[src/rtl/vram_bus_arbiter_if.sv]
// Bus bundle between the CPU / scan-out requesters, the VRAM arbiter and the RAM.
// The arbiter connects through the slave modport; the requester/RAM side uses master.
interface vram_bus_arbiter_if #(
  parameter int AW     = 8,
  parameter int DW     = 8,
  parameter int VID_IW = 6
);
  logic              cpu_req;
  logic              cpu_we;
  logic [AW-1:0]     cpu_addr;
  logic [DW-1:0]     cpu_wdata;
  logic              cpu_gnt;
  logic              cpu_rvalid;
  logic [DW-1:0]     cpu_rdata;

  logic              vid_req;
  logic [VID_IW-1:0] vid_idx;
  logic              vid_gnt;
  logic              vid_rvalid;
  logic [DW-1:0]     vid_rdata;

  logic [AW-1:0]     mem_addr;
  logic              mem_we;
  logic [DW-1:0]     mem_wdata;
  logic [DW-1:0]     mem_rdata;

  logic              busy;

  modport slave (
    input  cpu_req, cpu_we, cpu_addr, cpu_wdata,
    input  vid_req, vid_idx,
    input  mem_rdata,
    output cpu_gnt, cpu_rvalid, cpu_rdata,
    output vid_gnt, vid_rvalid, vid_rdata,
    output mem_addr, mem_we, mem_wdata,
    output busy
  );

  modport master (
    output cpu_req, cpu_we, cpu_addr, cpu_wdata,
    output vid_req, vid_idx,
    output mem_rdata,
    input  cpu_gnt, cpu_rvalid, cpu_rdata,
    input  vid_gnt, vid_rvalid, vid_rdata,
    input  mem_addr, mem_we, mem_wdata,
    input  busy
  );
endinterface

[src/rtl/vram_bus_arbiter.sv]
// Single-port VRAM arbiter: one access per clock shared between the CPU and the
// video scan-out reader, with a starvation guard and tagged read-data return.
module vram_bus_arbiter #(
  parameter int AW         = 8,
  parameter int DW         = 8,
  parameter int VID_BASE   = 128,
  parameter int VID_IW     = 6,
  parameter int STARVE_MAX = 4
) (
  input  logic                 clock,
  input  logic                 reset,
  vram_bus_arbiter_if.slave    bus
);

  localparam int SW = 4;

  typedef enum logic [1:0] {
    TAG_NONE = 2'd0,
    TAG_CPU  = 2'd1,
    TAG_VID  = 2'd2
  } tag_e;

  function automatic logic [SW-1:0] sat_inc(input logic [SW-1:0] v);
    if (v >= SW'(STARVE_MAX)) return SW'(STARVE_MAX);
    return v + SW'(1);
  endfunction

  // Video index is an offset into the video window; the sum wraps at 2**AW.
  function automatic logic [AW-1:0] vid_addr(input logic [VID_IW-1:0] idx);
    return AW'(VID_BASE) + AW'(idx);
  endfunction

  logic          cpu_gnt;
  logic          vid_gnt;

  logic [SW-1:0] starve_q, starve_d;
  logic [AW-1:0] mem_addr_q, mem_addr_d;
  logic          mem_we_q, mem_we_d;
  logic [DW-1:0] mem_wdata_q, mem_wdata_d;
  tag_e          tag_p0_q, tag_p0_d;
  tag_e          tag_p1_q, tag_p1_d;
  logic [DW-1:0] cpu_rdata_q, cpu_rdata_d;
  logic [DW-1:0] vid_rdata_q, vid_rdata_d;

  logic          cpu_rvalid;
  logic          vid_rvalid;

  // Arbitration: video wins contention until the CPU has waited STARVE_MAX grants.
  always_comb begin
    cpu_gnt = 1'b0;
    vid_gnt = 1'b0;
    if (!reset) begin
      if (bus.cpu_req && (!bus.vid_req || starve_q == SW'(STARVE_MAX))) begin
        cpu_gnt = 1'b1;
      end else if (bus.vid_req) begin
        vid_gnt = 1'b1;
      end
    end
  end

  always_comb begin
    starve_d = starve_q;
    if (!bus.cpu_req || cpu_gnt) begin
      starve_d = '0;
    end else if (vid_gnt) begin
      starve_d = sat_inc(starve_q);
    end
  end

  // Issue stage (p0): winner's access registered toward the RAM.
  always_comb begin
    mem_addr_d  = mem_addr_q;
    mem_wdata_d = mem_wdata_q;
    mem_we_d    = 1'b0;
    tag_p0_d    = TAG_NONE;
    if (cpu_gnt) begin
      mem_addr_d  = bus.cpu_addr;
      mem_wdata_d = bus.cpu_wdata;
      mem_we_d    = bus.cpu_we;
      tag_p0_d    = bus.cpu_we ? TAG_NONE : TAG_CPU;
    end else if (vid_gnt) begin
      mem_addr_d  = vid_addr(bus.vid_idx);
      tag_p0_d    = TAG_VID;
    end
  end

  // Return stage (p1): RAM data arrives now and is steered by the tag.
  always_comb begin
    tag_p1_d    = tag_p0_q;
    cpu_rdata_d = cpu_rdata_q;
    vid_rdata_d = vid_rdata_q;
    if (cpu_rvalid) cpu_rdata_d = bus.mem_rdata;
    if (vid_rvalid) vid_rdata_d = bus.mem_rdata;
  end

  always_ff @(posedge clock or posedge reset) begin
    if (reset) begin
      starve_q    <= '0;
      mem_addr_q  <= '0;
      mem_we_q    <= 1'b0;
      mem_wdata_q <= '0;
      tag_p0_q    <= TAG_NONE;
      tag_p1_q    <= TAG_NONE;
      cpu_rdata_q <= '0;
      vid_rdata_q <= '0;
    end else begin
      starve_q    <= starve_d;
      mem_addr_q  <= mem_addr_d;
      mem_we_q    <= mem_we_d;
      mem_wdata_q <= mem_wdata_d;
      tag_p0_q    <= tag_p0_d;
      tag_p1_q    <= tag_p1_d;
      cpu_rdata_q <= cpu_rdata_d;
      vid_rdata_q <= vid_rdata_d;
    end
  end

  assign cpu_rvalid = (tag_p1_q == TAG_CPU);
  assign vid_rvalid = (tag_p1_q == TAG_VID);

  assign bus.cpu_gnt    = cpu_gnt;
  assign bus.vid_gnt    = vid_gnt;
  assign bus.cpu_rvalid = cpu_rvalid;
  assign bus.vid_rvalid = vid_rvalid;
  assign bus.cpu_rdata  = cpu_rvalid ? bus.mem_rdata : cpu_rdata_q;
  assign bus.vid_rdata  = vid_rvalid ? bus.mem_rdata : vid_rdata_q;
  assign bus.mem_addr   = mem_addr_q;
  assign bus.mem_we     = mem_we_q;
  assign bus.mem_wdata  = mem_wdata_q;
  assign bus.busy       = cpu_gnt | vid_gnt | (tag_p0_q != TAG_NONE) | (tag_p1_q != TAG_NONE);

  a_one_grant : assert property (@(posedge clock) disable iff (reset) !(cpu_gnt && vid_gnt));
  a_starve_bound : assert property (@(posedge clock) disable iff (reset)
                                    starve_q <= SW'(STARVE_MAX));

endmodule

[src/flat_wrapper.sv]
// flat-port wrapper written by rule: the top's interface ports become plain ports
module vram_bus_arbiter_flat 
#(
  parameter int AW         = 8,
  parameter int DW         = 8,
  parameter int VID_BASE   = 128,
  parameter int VID_IW     = 6,
  parameter int STARVE_MAX = 4
)
  (clock, reset, bus_cpu_req, bus_cpu_we, bus_cpu_addr, bus_cpu_wdata, bus_vid_req, bus_vid_idx, bus_mem_rdata, bus_cpu_gnt, bus_cpu_rvalid, bus_cpu_rdata, bus_vid_gnt, bus_vid_rvalid, bus_vid_rdata, bus_mem_addr, bus_mem_we, bus_mem_wdata, bus_busy);
  vram_bus_arbiter_if #(.AW(AW), .DW(DW), .VID_IW(VID_IW)) bus_i ();
  input  logic clock;
  input  logic reset;
  input wire logic [$bits(bus_i.cpu_req)-1:0] bus_cpu_req;
  input wire logic [$bits(bus_i.cpu_we)-1:0] bus_cpu_we;
  input wire logic [$bits(bus_i.cpu_addr)-1:0] bus_cpu_addr;
  input wire logic [$bits(bus_i.cpu_wdata)-1:0] bus_cpu_wdata;
  input wire logic [$bits(bus_i.vid_req)-1:0] bus_vid_req;
  input wire logic [$bits(bus_i.vid_idx)-1:0] bus_vid_idx;
  input wire logic [$bits(bus_i.mem_rdata)-1:0] bus_mem_rdata;
  output wire logic [$bits(bus_i.cpu_gnt)-1:0] bus_cpu_gnt;
  output wire logic [$bits(bus_i.cpu_rvalid)-1:0] bus_cpu_rvalid;
  output wire logic [$bits(bus_i.cpu_rdata)-1:0] bus_cpu_rdata;
  output wire logic [$bits(bus_i.vid_gnt)-1:0] bus_vid_gnt;
  output wire logic [$bits(bus_i.vid_rvalid)-1:0] bus_vid_rvalid;
  output wire logic [$bits(bus_i.vid_rdata)-1:0] bus_vid_rdata;
  output wire logic [$bits(bus_i.mem_addr)-1:0] bus_mem_addr;
  output wire logic [$bits(bus_i.mem_we)-1:0] bus_mem_we;
  output wire logic [$bits(bus_i.mem_wdata)-1:0] bus_mem_wdata;
  output wire logic [$bits(bus_i.busy)-1:0] bus_busy;
  assign bus_i.cpu_req = bus_cpu_req;
  assign bus_i.cpu_we = bus_cpu_we;
  assign bus_i.cpu_addr = bus_cpu_addr;
  assign bus_i.cpu_wdata = bus_cpu_wdata;
  assign bus_i.vid_req = bus_vid_req;
  assign bus_i.vid_idx = bus_vid_idx;
  assign bus_i.mem_rdata = bus_mem_rdata;
  assign bus_cpu_gnt = bus_i.cpu_gnt;
  assign bus_cpu_rvalid = bus_i.cpu_rvalid;
  assign bus_cpu_rdata = bus_i.cpu_rdata;
  assign bus_vid_gnt = bus_i.vid_gnt;
  assign bus_vid_rvalid = bus_i.vid_rvalid;
  assign bus_vid_rdata = bus_i.vid_rdata;
  assign bus_mem_addr = bus_i.mem_addr;
  assign bus_mem_we = bus_i.mem_we;
  assign bus_mem_wdata = bus_i.mem_wdata;
  assign bus_busy = bus_i.busy;
  vram_bus_arbiter #(.AW(AW), .DW(DW), .VID_BASE(VID_BASE), .VID_IW(VID_IW), .STARVE_MAX(STARVE_MAX)) u_core (.clock(clock), .reset(reset), .bus(bus_i));
endmodule
[config.mk]
export PLATFORM = sky130hd
export DESIGN_NAME = vram_bus_arbiter_flat
export DESIGN_NICKNAME = d
export VERILOG_FILES = /design/src/rtl/vram_bus_arbiter_if.sv /design/src/rtl/vram_bus_arbiter.sv /design/src/flat_wrapper.sv
export SDC_FILE = /design/constraint.sdc
export NUM_CORES = 1
export LEC_CHECK = 0
export BUFFER_PORTS_ARGS = -buffer_cell sky130_fd_sc_hd__buf_2
export CAP_MARGIN = 20
export CORE_ASPECT_RATIO = 1.2
export CORE_MARGIN = 5
export CORE_UTILIZATION = 40
export CTS_BUF_LIST = sky130_fd_sc_hd__clkbuf_4 sky130_fd_sc_hd__clkbuf_8
export DETAILED_ROUTE_END_ITERATION = 10
export MAX_ROUTING_LAYER = met4
export PLACE_DENSITY = 0.69
export SYNTH_ARGS = -nofsm -noshare
export SYNTH_HDL_FRONTEND = slang
export SYNTH_SLANG_ARGS = --single-unit
[constraint.sdc]
create_clock -name clock -period 2.6 [get_ports clock]
set_input_delay 0.13 -clock clock [delete_from_list [all_inputs] [get_ports clock]]
set_output_delay 0.13 -clock clock [all_outputs]
set_load 0.05 [all_outputs]
Yosys cells after proc, flatten, opt, wreduce, memory -nomap -nowiden
Index checks and enable logic that the tools add are counted.
- $add $sub $neg: 2
- $lt $le $gt $ge: 1
- equal/unequal tests: 3
- multiplexer cells: 20
- bitwise logic cells: 3
- reduce and logical (&&, ||, !) cells: 9
- operator list (kind ; number):
    $mux 8 ; 4
    $mux 4 ; 4
    $mux 1 ; 10
    $add 8x6->8 const A ; 1
    $reduce_bool 2->1 ; 4
    $add 4x1->4 const B ; 1
    $eq 4x3->1 const B ; 1
    $ge 4x3->1 const B ; 1
    $mux 2 ; 2
    $or 1x1->1 ; 3
    $eq 2x1->1 const B ; 1
    $eq 2x2->1 const B ; 1
    $logic_not 1->1 ; 2
    $logic_or 1x1->1 ; 2
    $logic_and 1x1->1 ; 1
- flip-flop bits (word level): 41
- input bits: 35
- output and inout bits: 38

Longest topological paths before layout
- depth after elaboration: 10
- depth in mapped cells: 6
- depth with buffers taken out: 5

Least setup slack after synthesis
OpenSTA, ideal clock, no wires.
- path type: reg-to-output
- start: reg u_core.starve_q[0]
- end: out bus_vid_gnt
- data arrival time: 1.490 ns
- setup slack: 0.980 ns
- cell stages (with the launch flop): 5
- path through: dfrtp_1 -> inv_1 -> ha_1 -> and4b_1 -> nor2_1
- longest elaborated chain between the ends: 5
- RTL lines (element ; RTL line ; RTL):
    start: declaration ; vram_bus_arbiter.sv:36 ; logic [SW-1:0] starve_q, starve_d;
    start signal: assignment ; vram_bus_arbiter.sv:107 ; starve_q <= starve_d;
    $eq 4x3->1 ; vram_bus_arbiter.sv:53 ; if (bus.cpu_req && (!bus.vid_req || starve_q == SW'(STARVE_MAX))) begin
    $logic_or 1x1->1 ; vram_bus_arbiter.sv:53 ;
    $logic_and 1x1->1 ; vram_bus_arbiter.sv:53 ;
    $mux 1 ; vram_bus_arbiter.sv:53 ;
    $mux 1 ; vram_bus_arbiter.sv:52 ; if (!reset) begin
    end: declaration ; flat_wrapper.sv:24 ; output wire logic [$bits(bus_i.vid_gnt)-1:0] bus_vid_gnt;
Every way passes these cells.

Worst setup path after layout
- start: reg u_core.starve_q[0]
- end: out bus_cpu_gnt
- longest elaborated chain between the ends: 5
- RTL lines (element ; RTL line ; RTL):
    $eq 4x3->1 ; vram_bus_arbiter.sv:53 ;
    $logic_or 1x1->1 ; vram_bus_arbiter.sv:53 ;
    $logic_and 1x1->1 ; vram_bus_arbiter.sv:53 ;
    $mux 1 ; vram_bus_arbiter.sv:53 ;
    $mux 1 ; vram_bus_arbiter.sv:52 ;
    end: declaration ; flat_wrapper.sv:21 ; output wire logic [$bits(bus_i.cpu_gnt)-1:0] bus_cpu_gnt;
Every way passes these cells.

==> flow_metrics.py <==
metrics = {
    "synthesis": {
        "postSynthAreaPerCell_um2": 13.5,
        "ys_top_cells_by_area": "dfrtp_1, mux2_2, nor2b_1, a211o_1, and4_1",
        "ys_warn_count": 0,
        "yosysUniqueCellTypes": 32,
        "syn_nets": 170,
        "synth_seq_cells": 41,
        "async_reset_ff_frac": 1.00,
        "syn-cell-area_mm2": 0.00180,
        "synth.yosys.seq_area_share": 0.569,
        "synth_ff_type": "dfrtp_1",
        "synth_top_area_cell": "dfrtp_1",
        "yosysTopAreaCellShare": 0.569,
        "syn-instance-count": 133,
        "synth-edff-count": 0,
    },
    "floorplan": {
        "ios": 73,
        "die-area_mm2": 0.00595,
        "floorplan.initialDensity": 0.416,
        "core-area_mm2": 0.00433,
        "die_w_um": 71.3,
        "num_rows": 26,
        "dieHeight_um": 83.5,
    },
    "clock_tree": {
        "h-tree-depth": 2,
        "clock_latency_ns": 0.28,
        "cts.sinks": 41,
        "cts_inserted_buffers": 5,
        "postCtsHoldBufs": 2,
        "root_buffer": "clkbuf_8",
        "clockBufferDepth": 2,
        "post_cts_buffers": 0,
        "cts_resized": 0,
        "clk_pin_slew_worst_paths_ns": 0.07,
        "cts_tree": "built",
    },
    "routing": {
        "wl_met3_um": 349,
        "antenna_left": 0,
        "dr.pass1.iters": 4,
        "drt_iter0_drc": 49,
        "met1_length_mm": 1.63,
        "remaining_drc_errors": 0,
        "wire_per_inst_um": 13.9,
        "wl_met2_mm": 1.71,
        "wirelength_mm": 3.70,
        "top_layer_used": "met4",
        "routed_via_density": 4.85,
        "num_vias": 1295,
    },
    "finish": {
        "final_cell_mix": "buf_2, dfrtp_1, mux2_2, nor2b_1",
        "finalNetCount": 247,
        "drive_gt1_frac": 0.545,
        "stdcell_area_mm2": 0.00235,
        "area_delta_synth_final_pct": 30.3,
        "diodes": 0,
        "layout_commonest_cell": "buf_2",
        "nFillCells": 392,
    },
    "sta": {
        "clock_skew_ns": 0.00241,
        "period_share": 0.807,
        "final.setup.tns_ns": 0,
        "max_freq_mhz": 477,
        "setup_viol_count_final": 0,
        "rsz0062_at_grt": "no",
        "worst_slew_pin_slew_ns": 0.747,
        "relSlewSlack": 0.501,
        "finalMaxSlewViolations": 0,
        "min_period_ns": 2.10,
        "report.final.hold_viol_count": 0,
    },
    "global_routing": {
        "antenna_found_initial": 0,
        "grt_use_total": 0.134,
        "grt_max_degree": 37,
        "grt_pass1_vias": 1434,
        "grt-ovfl-total": 0,
        "grt_pass1_wl_mm": 6.38,
    },
    "place": {
        "place_hpwl_mm": 2.85,
        "gp_congestion": 0.763,
        "numPortBuffers": 72,
        "placed_cell_area_mm2": 0.00221,
    },
    "critical_path": {
        "worstSetupEndpoint": "bus_cpu_gnt",
        "ff2ff_setup_slack_ns": 0.77,
        "cpPeakStageDelay_ns": 0.48,
        "crit_type": "flop to output port",
        "path_cells": "inv_1 -> ha_1 -> nand3b_4 -> a21oi_4 -> buf_2",
        "cp_data_required_time_ns": 2.47,
        "cp_max_fo": 18,
        "slowest_stage": "a21oi_4",
        "endpoint_kind": "output port",
        "rr_endpoint": "u_core.bus.mem_wdata[0]",
        "setup.worst_path.start": "u_core.starve_q[0]",
        "timing.rr.start": "u_core.starve_q[0]",
        "crit_path_start_kind": "flop",
        "cp.arrival_ns": 1.97,
        "r2r_cells": 5,
    },
    "power_and_ir_drop": {
        "ir_worst_vdd_v": 0.000425,
        "power_leakage_nw": 1.17,
        "power_density_mw_per_mm2": 825,
    },
    "hold_path": {
        "min_path_type": "primary input to flop",
    },
    "job": {
        "maxCapViolCount": 0,
    },
    "status": {
        "status": "finished clean",
    },
}
-- synthesized netlist by cell type, drive strengths merged (2+ instances only) --
master	n
dfrtp	41
mux2	29
nor2b	8
inv	7
a211o	5
and4	5
a21oi	4
buf	4
a211oi	3
nand2	3
nand2b	3
nor2	3
ha	2
nand3b	2
o21ai	2
o21bai	2
-- cells by family after synthesis --
logic type	synth area share
flops	0.569
simple gates	0.124
mux	0.181
compound gates	0.0792
buf+inv	0.0326
fa+ha+maj	0.0139
-- where the power goes --
part	switching [W]	internal, W	leakage [nW]	total [W]
logic	0.000476	0.000179	0.613	0.000655
registers	0.0000322	0.000732	0.499	0.000764
clock network	0.000205	0.000312	0.0574	0.000517
total	0.000714	0.00122	1.17	0.00194
-- critical path, delay by kind of cell (launching register included) --
kind | cells | cell delay, ns
adders and majority gates | 1 | 0.21
and+or+nand+nor | 1 | 0.14
DFF | 1 | 0.40
AOI/OAI and AO/OA | 1 | 0.48
buffers and inverters | 2 | 0.45
-- registers in the layout, summed over array words and instances, names as in the netlist --
register and flops:
u_core.bus.mem_addr 8, u_core.bus.mem_wdata 8, u_core.cpu_rdata_q 8, u_core.vid_rdata_q 8
u_core.starve_q 4, u_core.tag_p0_q 2, u_core.tag_p1_q 2, u_core.bus.mem_we 1
-- through the flow --
stage                util  hold slack, ns  total power (W)  setup slack [ns]  instances
floorplan               -           0.196          0.00128             0.980        133
global placement    0.510           0.119          0.00143             0.794        257
detailed placement  0.510           0.123          0.00144             0.753        257
CTS                 0.543          0.0435          0.00197             0.458        267
global route        0.543          0.0474          0.00204             0.341        267
finish              0.543          0.0504          0.00194             0.502        267
-- worst min path at each step --
stage	start	to	slack, ns	depth (start not counted)
2_1_floorplan	bus_cpu_we	u_core.tag_p0_q[0]	0.20	1
3_3_place_gp	reset	u_core.bus.mem_addr[0]	0.12	2
3_5_place_dp	reset	u_core.bus.mem_addr[0]	0.12	2
4_1_cts	bus_cpu_addr[2]	u_core.bus.mem_addr[2]	0.04	2
5_1_grt	bus_cpu_addr[4]	u_core.bus.mem_addr[4]	0.05	2
6_report	bus_cpu_addr[2]	u_core.bus.mem_addr[2]	0.05	2
-- metal layers --
layer / global-route usage / vias up
met1: 0.165 / 605
met3: 0.0422 / 2
met5: - / -
met4: 0.0308 / 0
li1: - / 625
met2: 0.216 / 63
-- cell type report --
cell class                 instances  area (um2)  share of cell area
clock buffer                       6        82.6              0.0352
inverter                           7        26.3              0.0112
multi-input combinational         80         717               0.305
timing repair buffer              75         388               0.165
sequential                        41        1030               0.437
tap                               56        70.1              0.0299
clock inverter                     2        37.5              0.0160
Note: power is estimated with default switching activity, not from simulation.
